--- src/rtl/audio_capture_channel_pkg.sv ---
// Shared types and constants for the audio capture channel: DMA state
// encoding, sample/word widths and the per-word address step.
package audio_capture_pkg;

  localparam int SAMPLE_W = 16;
  localparam int WORD_W   = 32;

  localparam logic [31:0] ADDR_STEP = 32'd4;

  typedef enum logic [1:0] {
    IDLE  = 2'd0,
    LOAD  = 2'd1,
    WRITE = 2'd2
  } dma_state_e;

endpackage

--- src/rtl/audio_capture_channel_fifo.sv ---
// Small synchronous show-ahead FIFO: o_head always presents the oldest
// entry, i_flush empties it in one cycle and pushes while full are ignored.
module audio_capture_channel_fifo #(
  parameter int WIDTH = 32,
  parameter int DEPTH = 4
) (
  input  logic             i_clock,
  input  logic             i_reset_n,
  input  logic             i_flush,
  input  logic             i_push,
  input  logic [WIDTH-1:0] i_wdata,
  input  logic             i_pop,
  output logic [WIDTH-1:0] o_head,
  output logic             o_empty,
  output logic             o_full
);

  localparam int AW = $clog2(DEPTH);

  logic [WIDTH-1:0] mem [DEPTH];
  logic [AW:0]      wr_ptr;
  logic [AW:0]      rd_ptr;
  logic             do_push;
  logic             do_pop;

  // Extra pointer bit distinguishes full from empty when the indices match.
  assign o_empty = (wr_ptr == rd_ptr);
  assign o_full  = (wr_ptr[AW] != rd_ptr[AW]) && (wr_ptr[AW-1:0] == rd_ptr[AW-1:0]);
  assign o_head  = mem[rd_ptr[AW-1:0]];
  assign do_push = i_push && !o_full && !i_flush;
  assign do_pop  = i_pop && !o_empty && !i_flush;

  always_ff @(posedge i_clock) begin
    if (do_push) begin
      mem[wr_ptr[AW-1:0]] <= i_wdata;
    end
  end

  always_ff @(posedge i_clock or negedge i_reset_n) begin
    if (!i_reset_n) begin
      wr_ptr <= '0;
      rd_ptr <= '0;
    end else if (i_flush) begin
      wr_ptr <= '0;
      rd_ptr <= '0;
    end else begin
      if (do_push) wr_ptr <= wr_ptr + 1'b1;
      if (do_pop)  rd_ptr <= rd_ptr + 1'b1;
    end
  end

endmodule

--- src/rtl/audio_capture_channel.sv ---
// Audio capture channel: samples on each sample-clock toggle, queues words
// in a FIFO and drains them with a DMA write master. AUDIO_CAPTURE_MONO_EN packs two left samples per word.
module audio_capture_channel
  import audio_capture_pkg::*;
#(
  parameter int BUFFER_SIZE = 4
) (
  input  logic                i_clock,
  input  logic                i_reset_n,
  input  logic                i_dma_setup_request,
  input  logic [31:0]         i_dma_setup_count,
  input  logic [31:0]         i_dma_setup_address,
  output logic                o_dma_request,
  output logic [31:0]         o_dma_address,
  output logic [WORD_W-1:0]   o_dma_wdata,
  input  logic                i_dma_ready,
  input  logic                i_input_sample_clock,
  input  logic [SAMPLE_W-1:0] i_input_sample_left,
  input  logic [SAMPLE_W-1:0] i_input_sample_right,
  output logic                o_busy,
  output logic                o_overrun
);

  dma_state_e state, state_next;

  logic [31:0]       count;
  logic [31:0]       address;
  logic [31:0]       pend_count;
  logic [31:0]       pend_address;
  logic              pend_valid;
  logic              last_sample_clock;
  logic              toggle;
  logic              armed;
  logic [WORD_W-1:0] sample_word;
  logic              sample_valid;
  logic [WORD_W-1:0] load_word;
  logic [WORD_W-1:0] fifo_head;
  logic              fifo_push;
  logic              fifo_pop;
  logic              fifo_flush;
  logic              fifo_full;
  logic              fifo_empty;
  logic              setup_now;
  logic              write_done;
  logic [31:0]       setup_address_aligned;
`ifdef AUDIO_CAPTURE_MONO_EN
  logic [SAMPLE_W-1:0] half_word;
  logic                half_valid;
`endif

  assign toggle                = (i_input_sample_clock != last_sample_clock);
  assign armed                 = (count != 32'd0);
  assign setup_now             = i_dma_setup_request && (state != WRITE);
  assign write_done            = (state == WRITE) && i_dma_ready;
  assign setup_address_aligned = {i_dma_setup_address[31:2], 2'b00};
  // A setup outside WRITE flushes at once; one during WRITE flushes when the write completes.
  assign fifo_flush            = setup_now || (write_done && (pend_valid || i_dma_setup_request));
  assign fifo_push             = sample_valid && !fifo_full && !fifo_flush;
  assign fifo_pop              = (state == IDLE) && armed && !fifo_empty && !i_dma_setup_request;
  assign o_busy                = armed || (state != IDLE);

  audio_capture_channel_fifo #(
    .WIDTH (WORD_W),
    .DEPTH (BUFFER_SIZE)
  ) u_fifo (
    .i_clock   (i_clock),
    .i_reset_n (i_reset_n),
    .i_flush   (fifo_flush),
    .i_push    (fifo_push),
    .i_wdata   (sample_word),
    .i_pop     (fifo_pop),
    .o_head    (fifo_head),
    .o_empty   (fifo_empty),
    .o_full    (fifo_full)
  );

  // Sample capture: the word is registered on the toggle and pushed a cycle later.
  always_ff @(posedge i_clock or negedge i_reset_n) begin
    if (!i_reset_n) begin
      last_sample_clock <= 1'b0;
      sample_valid      <= 1'b0;
      sample_word       <= '0;
`ifdef AUDIO_CAPTURE_MONO_EN
      half_word         <= '0;
      half_valid        <= 1'b0;
`endif
    end else begin
      last_sample_clock <= i_input_sample_clock;
      sample_valid      <= 1'b0;
`ifdef AUDIO_CAPTURE_MONO_EN
      if (fifo_flush || !armed) begin
        half_valid <= 1'b0;
      end else if (toggle) begin
        if (half_valid) begin
          sample_word  <= {half_word, i_input_sample_left};
          sample_valid <= 1'b1;
          half_valid   <= 1'b0;
        end else begin
          half_word  <= i_input_sample_left;
          half_valid <= 1'b1;
        end
      end
`else
      if (toggle && armed && !fifo_flush) begin
        sample_word  <= {i_input_sample_left, i_input_sample_right};
        sample_valid <= 1'b1;
      end
`endif
    end
  end

  always_comb begin
    state_next = state;
    case (state)
      IDLE:    if (fifo_pop) state_next = LOAD;
      LOAD:    state_next = i_dma_setup_request ? IDLE : WRITE;
      WRITE:   if (i_dma_ready) state_next = IDLE;
      default: state_next = IDLE;
    endcase
  end

  always_ff @(posedge i_clock or negedge i_reset_n) begin
    if (!i_reset_n) begin
      state <= IDLE;
    end else begin
      state <= state_next;
    end
  end

  // Bus outputs, transfer bookkeeping, deferred setup and the sticky overrun flag.
  always_ff @(posedge i_clock or negedge i_reset_n) begin
    if (!i_reset_n) begin
      o_dma_request <= 1'b0;
      o_dma_address <= '0;
      o_dma_wdata   <= '0;
      o_overrun     <= 1'b0;
      load_word     <= '0;
      count         <= '0;
      address       <= '0;
      pend_count    <= '0;
      pend_address  <= '0;
      pend_valid    <= 1'b0;
    end else begin
      if (fifo_pop) load_word <= fifo_head;

      case (state)
        LOAD: begin
          if (!i_dma_setup_request) begin
            o_dma_wdata   <= load_word;
            o_dma_address <= address;
            o_dma_request <= 1'b1;
          end
        end
        WRITE: begin
          if (i_dma_ready) o_dma_request <= 1'b0;
        end
        default: ;
      endcase

      if (i_dma_setup_request) begin
        o_overrun <= 1'b0;
      end else if (sample_valid && fifo_full && !fifo_flush) begin
        o_overrun <= 1'b1;
      end

      if (setup_now) begin
        count      <= i_dma_setup_count;
        address    <= setup_address_aligned;
        pend_valid <= 1'b0;
      end else if (write_done) begin
        pend_valid <= 1'b0;
        if (i_dma_setup_request) begin
          count   <= i_dma_setup_count;
          address <= setup_address_aligned;
        end else if (pend_valid) begin
          count   <= pend_count;
          address <= pend_address;
        end else begin
          if (count != 32'd0) count <= count - 32'd1;
          address <= address + ADDR_STEP;
        end
      end else if (i_dma_setup_request) begin
        pend_valid   <= 1'b1;
        pend_count   <= i_dma_setup_count;
        pend_address <= setup_address_aligned;
      end
    end
  end

endmodule

--- config.mk ---
export PLATFORM = sky130hd
export DESIGN_NAME = audio_capture_channel
export DESIGN_NICKNAME = d
export VERILOG_FILES = /design/src/rtl/audio_capture_channel_pkg.sv /design/src/rtl/audio_capture_channel_fifo.sv /design/src/rtl/audio_capture_channel.sv
export SDC_FILE = /design/constraint.sdc
export NUM_CORES = 1
export LEC_CHECK = 0
export ABC_AREA = 1
export CORE_AREA = 2 2 214 174
export CTS_CLUSTER_DIAMETER = 50
export DETAILED_ROUTE_END_ITERATION = 16
export DIE_AREA = 0 0 216 176
export GPL_TIMING_DRIVEN = 0
export PLACE_DENSITY = 0.7
export SLEW_MARGIN = 20
export SYNTH_ARGS = -nofsm -noshare
export SYNTH_HDL_FRONTEND = slang
export SYNTH_HIERARCHICAL = 1
export SYNTH_SLANG_ARGS = --single-unit
--- constraint.sdc ---
create_clock -name i_clock -period 3 [get_ports i_clock]
set_input_delay 0.6 -clock i_clock [delete_from_list [all_inputs] [get_ports i_clock]]
set_output_delay 0.6 -clock i_clock [all_outputs]
set_load 0.01 [all_outputs]
==> key figures <==
Global route
  – Vias in the first global route: about 14,000
  – Total GRT Usage: 0.263
  – Initial antenna violation count: 1
  – Total grt overflow: 0
  – Largest net degree at the start of global routing: between 90 and 100
  – First-pass GRT wire length: 77,400 um

Finish
  – Layout cell share with drive strength beyond 1: 0.113
  – Layout area overhead: 21.8%
  – Fin cells: 2,611
  – Final nets: 2,206

Synthesis
  – Mux cell area share after synthesis: 0.0255
  – Main combinational cell family by area after synthesis: simple AND/OR/NAND/NOR gates
  – Post-Synth Adder-Cell Area: 0.00496
  – Gate Count Post-Synth: ~1,900
  – Synth warn: 6
  – Syn Area/Cell: roughly 9.4 um^2
  – EDFF count, synth: 128
  – Top FF cell, synth: dfrtp_1
  – Top cell type by total area after synthesis: dfrtp_1
  – Unique cell type count in the Yosys netlist: 46
  – XOR/XNOR Fraction of Synth Area: 0.00752
  – Mapped Area: about 18,000 um^2
  – Compound-cell area share of the yosys netlist: 0.115
  – FFs w/ async S/R, synth: 0.673
  – Post-synthesis simple-gate area fraction: 0.195
  – Yosys reg bits: 391
  – Yosys top cell area share: 0.373
  – Top area cells in the synthesized netlist: dfrtp_1 37%, edfxtp_1 22%, nand2_1 10%, o21ai_0 5.3%, nor2_1 3.9%
  – Post-synthesis sequential area ratio: 0.591

Clocking
  – CTS buffer count: 42
  – TritonCTS clock tree: built
  – Clk_lat worst skew: 540 ps
  – Hold Buf Count CTS: 0
  – Clk pin slew, worst setup/hold paths: 60 ps
  – Clk sinks: 391
  – H-tree Lvls: 2
  – CTS max path bufs: 3
  – Root Driver: clkbuf_16

Critical path
  – Worst setup EP type: output port
  – Worst setup path class: flop to output port
  – Reg2Reg Depth: 9
  – Critical path origin: count[4]
  – R2r startpoint: u_fifo/rd_ptr[1]
  – Startpoint Class: flop
  – Crit path DAT: ~2200 ps
  – Worst EP required: ~2400 ps
  – Worst r2r dst: u_fifo/mem[1][23]
  – Setup slack, reg-to-reg: 190 ps
  – Crit path max fanout: 5

Die
  – Die width: between 200 and 250 um
  – Cell Rows: a little over 60
  – Initial Util: 0.495
  – DIE AREA: 38,000 um^2
  – Core box area: around 36,000 um^2
  – Chip Height: 176 um
  – IO Pins: 168

Timing
  – Least-Margin Pin Slew: 993 ps
  – Fin crit period: roughly 2800 ps
  – Max Clk Rate: 0.353 GHz
  – Slew HR: 0.338
  – Worst Skew: 13.9 ps
  – Final Slew Violations: 0
  – Unrepaired setup endpoints after global routing: false
  – Final worst-path setup slack: ~170 ps
  – Final worst path period share: 0.945
  – Final setup fails: 0
  – Final hold violations: 0

Placed design
  – Placed Cells: ~2,500
  – HPWL after detailed placement: ~35,000 um
  – Setup WS pre-CTS: -476 ps
  – Buffers on Ports: 162
  – GPL Wtd Cong: 0.944

Pwr
  – Peak VDD IR: 0.577 mV
  – Power Dens Cells: 929 nW/um^2
  – Lkg Pwr: 9.23 nW

Run status
  – Outcome: complete, no violations

Job
  – Max Cap Viol: 0

Hold path
  – Worst hold path class: input port to asynchronous set/reset pin

Detailed routing
  – DR DRC count: 0
  – Wirelength per Cell: 18.8 um
  – Vias: 14,100
  – DRT iter0 DRCs: between 1,000 and 1,500
  – DRT Pass-1 Iters: 6
  – Detailed Route WL: 49,100 um
  – Final ANT Viol Nets: 0
  – Via density per instance: 5.42
## what timing repair did
action	in CTS	in global routing
cloned	0	1
pin swaps	5	4
resized for setup	12	4
setup endpoints to repair	1	49
setup buffers	2	4
## worst max-delay path, stage by stage, from the launching register on
cell and delay, ps:
dfrtp_2 440, nor2_2 130, nand2_1 130, nor2_4 160, inv_2 80, nor2_2 100, nand4_1 140, nor4_2 200
nand2_1 150, buf_2 170
## Yosys cell counts (all sizes together), types with 2 or more instances
library cell and instances:
nand2 490, dfrtp 263, o21ai 227, nor2 195
inv 160, edfxtp 128, nand3 98, o22ai 55
buf 48, clkbuf 43, mux2 40, a21oi 31
nand4 19, a221oi 13, nor3 9, a22oi 8
xor2 8, ha 7, nand3b 6, o21bai 5
xnor2 5, a31oi 3, o211ai 3, or2 3
a41oi 2, o31ai 2
## state kept, by name, indices dropped and copies added (netlist names), 2 cells and up
register       flops
u_fifo/mem       128
count             32
load_word         32
o_dma_wdata       32
pend_count        32
sample_word       32
address           30
o_dma_address     30
pend_address      30
u_fifo/rd_ptr      3
u_fifo/wr_ptr      3
state              2
## layout make-up
class / instances / area, um^2
sequential: 391 / 10400
clock inverter: 23 / 181
clock buffer: 53 / 1100
antenna: 1 / 2.50
inverter: 161 / 606
multi-input combinational: 1237 / 6220
tap: 480 / 601
timing repair buffer: 174 / 1870
buffer: 91 / 477
fill: 3085 / 14200
## per-layer routing
| metal | wire (um) | GRT usage |
|---|---|---|
| met5 | 0 | 0 |
| met4 | 1420 | 0.0813 |
| met3 | 3810 | 0.0481 |
| met2 | 21500 | 0.397 |
| met1 | 22400 | 0.387 |
## cell families (layout without fill, tap and decap cells)
family	count (synthesis)	in the layout
mux	40	40
compound gates	351	351
other cells	1	3
fa+ha+maj	7	7
simple gates	823	824
buf+inv	252	502
flops	391	391
xor+xnor	13	13
## worst max path at each step
stage / endpoint / slack (ps) / depth (start not counted)
4_1_cts: o_busy / 2 / 9
6_report: o_busy / 170 / 9
5_1_grt: o_busy / 10 / 10
2_1_floorplan: u_fifo/mem[0][0] / -400 / 8
3_3_place_gp: address[10] / -10110 / 1
3_5_place_dp: u_fifo/mem[0][7] / -480 / 11
## where the power goes
part	leakage, nW	switching (mW)	total [mW]	internal (mW)
Clock	0.623	2.08	4.86	2.78
Sequential	4.38	1.17	8.47	7.30
Combinational	4.22	3.99	6.64	2.65
Total	9.23	7.24	20.0	12.7
## cell usage in the layout (no fill, tap or decap), types with 9 or more instances in the layout
master	synthesis	final
a21oi_1	31	31
a221oi_1	13	13
buf_2	27	28
buf_4	7	10
buf_6	10	10
clkbuf_1	43	53
clkbuf_16	0	42
clkdlybuf4s50_1	0	160
clkinv_1	0	9
dfrtp_1	263	262
edfxtp_1	128	128
inv_1	150	148
inv_2	10	12
mux2_2	40	40
nand2_1	480	480
nand2_2	10	9
nand3_1	87	87
nand3_2	10	10
nand4_1	19	19
nor2_1	184	177
nor2_2	9	11
nor3_1	9	9
o21ai_0	188	188
o21ai_1	15	15
o21ai_2	24	24
o22ai_1	55	55
## metrics by stage
stage	power, mW	hold slack (ps)	TNS [ps]	util	instance area, um^2
5_1_grt	21.3	87.5	0	0.602	21500
3_5_place_dp	15.0	462	-39510	0.563	20100
6_report	20.0	32.4	0	0.602	21500
2_1_floorplan	12.3	304	-50600	-	17700
4_1_cts	20.0	63.5	0	0.600	21400
3_3_place_gp	14.8	454	-2902680	0.557	19900
Power figures use the tool's default switching activity.
